<file path="config.mk">
export PLATFORM = sky130hd
export DESIGN_NAME = cfg_shadow_regfile
export DESIGN_NICKNAME = d
export VERILOG_FILES = /design/src/rtl/cfg_pkg.sv /design/src/rtl/cfg_range_check.sv /design/src/rtl/cfg_shadow_regfile.sv
export SDC_FILE = /design/constraint.sdc
export NUM_CORES = 1
export LEC_CHECK = 0
export ABC_AREA = 1
export CORE_UTILIZATION = 55
export CTS_BUF_LIST = sky130_fd_sc_hd__clkbuf_8
export DETAILED_ROUTE_END_ITERATION = 7
export DONT_BUFFER_PORTS = 1
export HOLD_SLACK_MARGIN = 0.08
export PLACE_DENSITY_LB_ADDON = 0.15
export SYNTH_ARGS = -nofsm -noshare
export SYNTH_HDL_FRONTEND = slang
export SYNTH_SLANG_ARGS = --single-unit
</file>
<file path="constraint.sdc">
create_clock -name clk -period 1.6 [get_ports clk]
set_input_delay 0.16 -clock clk [delete_from_list [all_inputs] [get_ports clk]]
set_output_delay 0.16 -clock clk [all_outputs]
set_load 0.005 [all_outputs]
</file>
<file path="src/rtl/cfg_pkg.sv">
// cfg_pkg: shared op, status and FSM encodings for the configuration shadow register file.
package cfg_pkg;
  localparam int DATA_W_DEF = 8;
  localparam int ADDR_W_DEF = 3;
  typedef enum logic [1:0] {OP_WRITE, OP_READ, OP_COMMIT, OP_DISCARD} op_e;
  typedef enum logic [2:0] {ST_OK, ST_ERR_ADDR, ST_ERR_RANGE, ST_ERR_TIMEOUT, ST_ERR_LOCKED} status_e;
  typedef enum logic [1:0] {S_IDLE, S_CHECK, S_WAIT_APPLY, S_RESP} state_e;
endpackage

</file>
<file path="src/rtl/cfg_range_check.sv">
// cfg_range_check: slot address validity and signed inclusive bound check for a write value.
module cfg_range_check
  import cfg_pkg::*;
#(
  parameter int NUM_PARAMS = 8,
  parameter int DATA_W = DATA_W_DEF,
  parameter int ADDR_W = ADDR_W_DEF,
  parameter logic [NUM_PARAMS*DATA_W-1:0] PARAM_MIN_FLAT = {NUM_PARAMS{8'h80}},
  parameter logic [NUM_PARAMS*DATA_W-1:0] PARAM_MAX_FLAT = {NUM_PARAMS{8'h7F}}
) (
  input  logic [ADDR_W-1:0] addr_i,
  input  logic [DATA_W-1:0] wdata_i,
  output logic              addr_ok_o,
  output logic              range_ok_o
);
  logic signed [DATA_W-1:0] lo, hi;
  always_comb begin
    lo = '0;
    hi = '0;
    for (int i = 0; i < NUM_PARAMS; i++)
      if (addr_i == ADDR_W'(i)) begin
        lo = PARAM_MIN_FLAT[i*DATA_W +: DATA_W];
        hi = PARAM_MAX_FLAT[i*DATA_W +: DATA_W];
      end
  end
  assign addr_ok_o  = 32'(addr_i) < 32'(NUM_PARAMS);
  assign range_ok_o = $signed(wdata_i) >= lo && $signed(wdata_i) <= hi;
endmodule

</file>
<file path="src/rtl/cfg_shadow_regfile.sv">
// cfg_shadow_regfile: ranged parameter store; writes go to a shadow bank, COMMIT copies it to the active bank while idle.
// Define CFG_LOCK_EN to add lock_in, which rejects WRITE/COMMIT/DISCARD with ERR_LOCKED.
module cfg_shadow_regfile
  import cfg_pkg::*;
#(
  parameter int NUM_PARAMS = 8,
  parameter int DATA_W = DATA_W_DEF,
  parameter int ADDR_W = ADDR_W_DEF,
  parameter logic [NUM_PARAMS*DATA_W-1:0] PARAM_MIN_FLAT = {NUM_PARAMS{8'h80}},
  parameter logic [NUM_PARAMS*DATA_W-1:0] PARAM_MAX_FLAT = {NUM_PARAMS{8'h7F}},
  parameter logic [NUM_PARAMS*DATA_W-1:0] PARAM_DEF_FLAT = {NUM_PARAMS{8'h00}},
  parameter int APPLY_TIMEOUT = 255
) (
  input  logic                         clk,
  input  logic                         rst_n,
`ifdef CFG_LOCK_EN
  input  logic                         lock_in,
`endif
  input  logic                         cmd_valid,
  output logic                         cmd_ready,
  input  logic [1:0]                   cmd_op,
  input  logic [ADDR_W-1:0]            cmd_addr,
  input  logic [DATA_W-1:0]            cmd_wdata,
  input  logic                         apply_allowed,
  output logic                         rsp_valid,
  output logic [2:0]                   rsp_status,
  output logic [DATA_W-1:0]            rsp_rdata,
  output logic [NUM_PARAMS*DATA_W-1:0] param_flat,
  output logic                         param_update,
  output logic                         pending
);
  localparam int CNT_W = APPLY_TIMEOUT > 1 ? $clog2(APPLY_TIMEOUT) : 1;
  localparam int FW = NUM_PARAMS * DATA_W;
  state_e state_q, state_d;
  op_e op_q, op_d;
  status_e status_q, status_d;
  logic [ADDR_W-1:0] addr_q, addr_d;
  logic [DATA_W-1:0] wdata_q, wdata_d, rdata_q, rdata_d;
  logic [CNT_W-1:0] cnt_q, cnt_d;
  logic [FW-1:0] active_q, active_d, shadow_q, shadow_d;
  logic [NUM_PARAMS-1:0] dirty_q, dirty_d;
  logic rsp_valid_q, rsp_valid_d, upd_q, upd_d;
  logic addr_ok, range_ok, locked;
`ifdef CFG_LOCK_EN
  assign locked = lock_in;
`else
  assign locked = 1'b0;
`endif
  cfg_range_check #(
    .NUM_PARAMS(NUM_PARAMS), .DATA_W(DATA_W), .ADDR_W(ADDR_W),
    .PARAM_MIN_FLAT(PARAM_MIN_FLAT), .PARAM_MAX_FLAT(PARAM_MAX_FLAT)
  ) u_range (
    .addr_i(addr_q), .wdata_i(wdata_q), .addr_ok_o(addr_ok), .range_ok_o(range_ok)
  );
  always_comb begin
    state_d = state_q;
    op_d = op_q;
    addr_d = addr_q;
    wdata_d = wdata_q;
    cnt_d = cnt_q;
    active_d = active_q;
    shadow_d = shadow_q;
    dirty_d = dirty_q;
    status_d = ST_OK;
    rdata_d = '0;
    rsp_valid_d = 1'b0;
    upd_d = 1'b0;
    case (state_q)
      S_IDLE: if (cmd_valid) begin
        op_d = op_e'(cmd_op);
        addr_d = cmd_addr;
        wdata_d = cmd_wdata;
        state_d = S_CHECK;
      end
      S_CHECK: begin
        state_d = S_RESP;
        rsp_valid_d = 1'b1;
        if (locked && op_q != OP_READ) status_d = ST_ERR_LOCKED;
        else case (op_q)
          OP_WRITE: begin
            status_d = !addr_ok ? ST_ERR_ADDR : !range_ok ? ST_ERR_RANGE : ST_OK;
            for (int i = 0; i < NUM_PARAMS; i++)
              if (addr_ok && range_ok && addr_q == ADDR_W'(i)) begin
                shadow_d[i*DATA_W +: DATA_W] = wdata_q;
                dirty_d[i] = 1'b1;
              end
          end
          OP_READ: begin
            status_d = addr_ok ? ST_OK : ST_ERR_ADDR;
            for (int i = 0; i < NUM_PARAMS; i++)
              if (addr_q == ADDR_W'(i)) rdata_d = shadow_q[i*DATA_W +: DATA_W];
          end
          OP_DISCARD: begin
            shadow_d = active_q;
            dirty_d = '0;
          end
          default: if (|dirty_q) begin
            state_d = S_WAIT_APPLY;
            rsp_valid_d = 1'b0;
            cnt_d = '0;
          end
        endcase
      end
      S_WAIT_APPLY:
        if (apply_allowed) begin
          active_d = shadow_q;
          dirty_d = '0;
          upd_d = 1'b1;
          rsp_valid_d = 1'b1;
          state_d = S_RESP;
        end else if (APPLY_TIMEOUT != 0 && cnt_q == CNT_W'(APPLY_TIMEOUT - 1)) begin
          status_d = ST_ERR_TIMEOUT;
          rsp_valid_d = 1'b1;
          state_d = S_RESP;
        end else cnt_d = cnt_q + 1'b1;
      default: state_d = S_IDLE;
    endcase
  end
  always_ff @(posedge clk or negedge rst_n)
    if (!rst_n) begin
      state_q <= S_IDLE;
      op_q <= OP_WRITE;
      addr_q <= '0;
      wdata_q <= '0;
      cnt_q <= '0;
      active_q <= PARAM_DEF_FLAT;
      shadow_q <= PARAM_DEF_FLAT;
      dirty_q <= '0;
      status_q <= ST_OK;
      rdata_q <= '0;
      rsp_valid_q <= 1'b0;
      upd_q <= 1'b0;
    end else begin
      state_q <= state_d;
      op_q <= op_d;
      addr_q <= addr_d;
      wdata_q <= wdata_d;
      cnt_q <= cnt_d;
      active_q <= active_d;
      shadow_q <= shadow_d;
      dirty_q <= dirty_d;
      status_q <= status_d;
      rdata_q <= rdata_d;
      rsp_valid_q <= rsp_valid_d;
      upd_q <= upd_d;
    end
  assign cmd_ready = state_q == S_IDLE;
  assign rsp_valid = rsp_valid_q;
  assign rsp_status = status_q;
  assign rsp_rdata = rdata_q;
  assign param_flat = active_q;
  assign param_update = upd_q;
  assign pending = |dirty_q;
endmodule

</file>
==> summary.md <==
| Metric | Value |
|---|---|
| Initial Util | 57.01% |
| Core area | ~14000 um^2 |
| Final GP Congestion | slightly below 0.9 |
| Hold buffers post-CTS | 15 |
| VDD IR max | about 1.1 mV |
| Post-synth top area share | 53.45% |
| Routed Wire Length | 20890 um |
| Worst stage delay on the critical path | ~0.4 ns |
| Fin crit share | 98.71% |
| Fillers | ~1200 |
| Top area cells in the synthesized netlist | dfrtp_1 53%, nand2_1 18%, o21ai_0 8.6%, inv_1 4.5%, nand3_1 2.7% |
| # H-tree levels | 4 |
| P_leak | about 4.7 nW |
| Syn_area_per_cell | roughly 8.1 um^2 |
| Total power | about 19 mW |
| DRC viols | 0 |
| Maximum root-to-sink buffer count | 2 |
| Slowest-stage cell, CP | dfrtp_1 |
| Skew final | approximately 0.011 ns |
| Vias in the first global route | approximately 6200 |
| CP Launch Point | op_q[0]$_DFFE_PN0P_ |
| Clk_lat worst skew | about 0.48 ns |
| Sequential share of the synthesized area | between 50% and 60% |
| Max FO, Critical Path | 16 |
| Most common cell in the netlist | nand2_1 |
| Final setup margin | slightly above 0.02 ns |
| First-pass GRT wire length | 33000 um |
| Startpoint Class | flip-flop |
| Area grow syn2layout | 16.76% |
| Hold Fails Final Rpt | 171 |
| PwrDens | between 2000 and 2500 nW/um^2 |
| Grt ovf | 0 |
| RSZ-0062 raised after global routing | yes |
| Final setup viols | 0 |
| Async S/R FF share, synth | between 90% and 100% |
| Max cap viols | 0 |
| ANT nets after route | 0 |
| Share of layout cells above drive strength 1 | between 10 and 15% |
| Syn Std Cell Area | 8005 um^2 |
| Pre-CTS setup slack | -0.07654 ns |
| DP Area | ~8600 um^2 |
| Drt first-iter violations | 605 |
| Nets | approximately 1100 |
| Worst-path cell chain | buf_4, ha_2, inv_2, nor2_1, nand2_1, buf_12, buf_4, nand2_4, nand2_1, o21ai_0 |
| Area leader, netlist | dfrtp_1 |
| Antenna diodes | 0 |
| Failing checks | negative hold slack |
| Min Clock Period, post-route | about 1.6 ns |
| EDFF count, synth | 0 |
| Util after Layout | 66.56% |
| Clk slew on worst S/H paths | approximately 0.08 ns |
| Flops & latches, synth | about 170 |
| Outcome | finished with violations |
| Area of the die | approximately 15000 um^2 |
| Num CTS Buffers | 17 |
| TritonCTS clock tree | done |
| Fmax | between 600 and 700 MHz |
| Placement row count | 43 |
| Hold Crit Class | in -> async |
| Synth cell types | 30 |
| Design area | ~9300 um^2 |
| Initial antenna violation count | 0 |
| CTS sink count | ~170 |
| Syn. warnings | 0 |
| WHS | -0.6304 ns |
| Worst EP arrival | 1.95 ns |
| Worst Setup Path Type | reg -> reg |
| Commonest cells post-synth | 377 x nand2_1, 171 x dfrtp_1, 138 x o21ai_0, 96 x inv_1, 43 x nand3_1 |
| Primary FF master, synth | dfrtp_1 |
| Post-synthesis instance total | approximately 990 |
| Port bufs | 0 |
| Die extent in x | 122.6 um |
| Req. time, crit path | ~2.0 ns |
| HPWL after DPL | 13790 um |
| Multi-input logic area | approximately 3200 um^2 |
| Slew Limit Fails | 0 |
| Wirelength per Cell | ~17 um |
| Reg-to-Reg Start | op_q[0]$_DFFE_PN0P_ |
| Largest net degree at the start of global routing | around 170 |
| Drt pass-1 iters | 5 |
| Die Y | ~120 um |
| IO Count | 96 |
| DR vias | ~6700 |
| Via density | approximately 5.4 |
| Overall Global Routing Usage | 29.53% |
| Seq. cell area | 4280 um^2 |
| Clock Root Buffer | clkbuf_8 |
| CP Capture Type | flip-flop |
worst max-delay path: cells and delay by family (launching register included):
kind	cells	cell delay, ns
flip-flops	1	0.40
AO/OA/AOI/OAI	1	0.07
AND/OR/NAND/NOR	4	0.34
adder cells (fa/ha/maj)	1	0.18
buffers and inverters	4	0.48
power by group:
part           leakage [nW]  switching (mW)  internal [mW]
sequential             2.22            1.35           5.99
clock                 0.217            1.60           1.67
combinational          2.26            5.12           3.20
total                  4.70            8.07           10.9
per-layer routing:
metal,part of all wire (%),GRT usage (%),vias to the layer above,wire length [um]
met3,6.3,7.156,28,1314
met1,45,40.31,3163,9471
li1,-,-,3284,-
met2,46,45.93,215,9680
met5,0,0,-,0
met4,2.0,10.44,0,427
flip-flops by register name, indices dropped and copies added, names as in the netlist:
name / cells
addr_q: 3
wdata_q: 8
op_q: 2
param_update: 1
shadow_q: 64
state_q: 2
rsp_valid: 1
dirty_q: 8
cnt_q: 8
param_flat: 64
rsp_status: 2
rsp_rdata: 8
what timing repair did:
action / 4_1_cts / 5_1_grt
resized for setup: 4 / 56
pin swaps: 1 / 8
endpoints found under the setup margin: 74 / 93
buffers inserted: 3 / 5
endpoints found under the hold margin: 192 / 171
gates cloned: 0 / 2
path summary, 6_finish.rpt:
kind                                       endpoint  slack [ns]  depth (start not counted)
max                        shadow_q[13]$_DFFE_PN0P_        0.02                         10
max reg2reg                shadow_q[13]$_DFFE_PN0P_        0.02                         10
max in group asynchronous    rsp_rdata[7]$_DFF_PN0_        1.86                          0
min                             rsp_valid$_DFF_PN0_       -0.63                          0
min in group clk             wdata_q[4]$_DFFE_PN0P_        0.36                          2
min reg2reg                  dirty_q[0]$_DFFE_PN0P_        0.48                          2
cell families (layout without fill, tap and decap cells):
kind of cell	after synthesis	in the layout	synth area share, %
xor+xnor	2	2	0.2189
simple gates	487	488	25.12
mux	7	7	0.9847
other cells	1	3	0.04684
compound gates	170	170	10.78
flops	171	171	53.45
buf+inv	142	215	7.518
fa+ha+maj	12	12	1.876
stage by stage:
stage	cells	hold WS (ns)	TNS, ns
finish	1248	-0.6304	0
global route	1248	-0.6485	-1.429
CTS	1241	-0.6635	0
detailed placement	1191	-0.1297	-1.096
global placement	1191	-0.1308	-0.08095
floorplan	994	-0.1356	0
layout by cell type, fill, tap and decap left out, types with 4 or more instances in the layout:
cell type and instances:
a21oi_1 25, buf_12 11, buf_4 51, buf_6 7, bufinv_16 4, clkbuf_8 17, dfrtp_1 170, dlygate4sd3_1 15
ha_1 6, ha_2 6, inv_1 96, inv_2 5, mux2_2 7, nand2_1 370, nand2_2 7, nand3_1 42
nand4_1 23, nor2_1 30, nor3_4 4, o21ai_0 111, o21ai_1 27
area by class of cell:
cell class              count  share of cell area, %
flip-flops and latches    171                  45.80
well taps                 180                  2.410
clock buffers              17                  2.503
clock inverters            15                  1.981
inverters                  99                  4.056
repair buffers             84                  8.902
multi-input cells         682                  34.35
No activity file was read; power rests on OpenSTA's default activity.
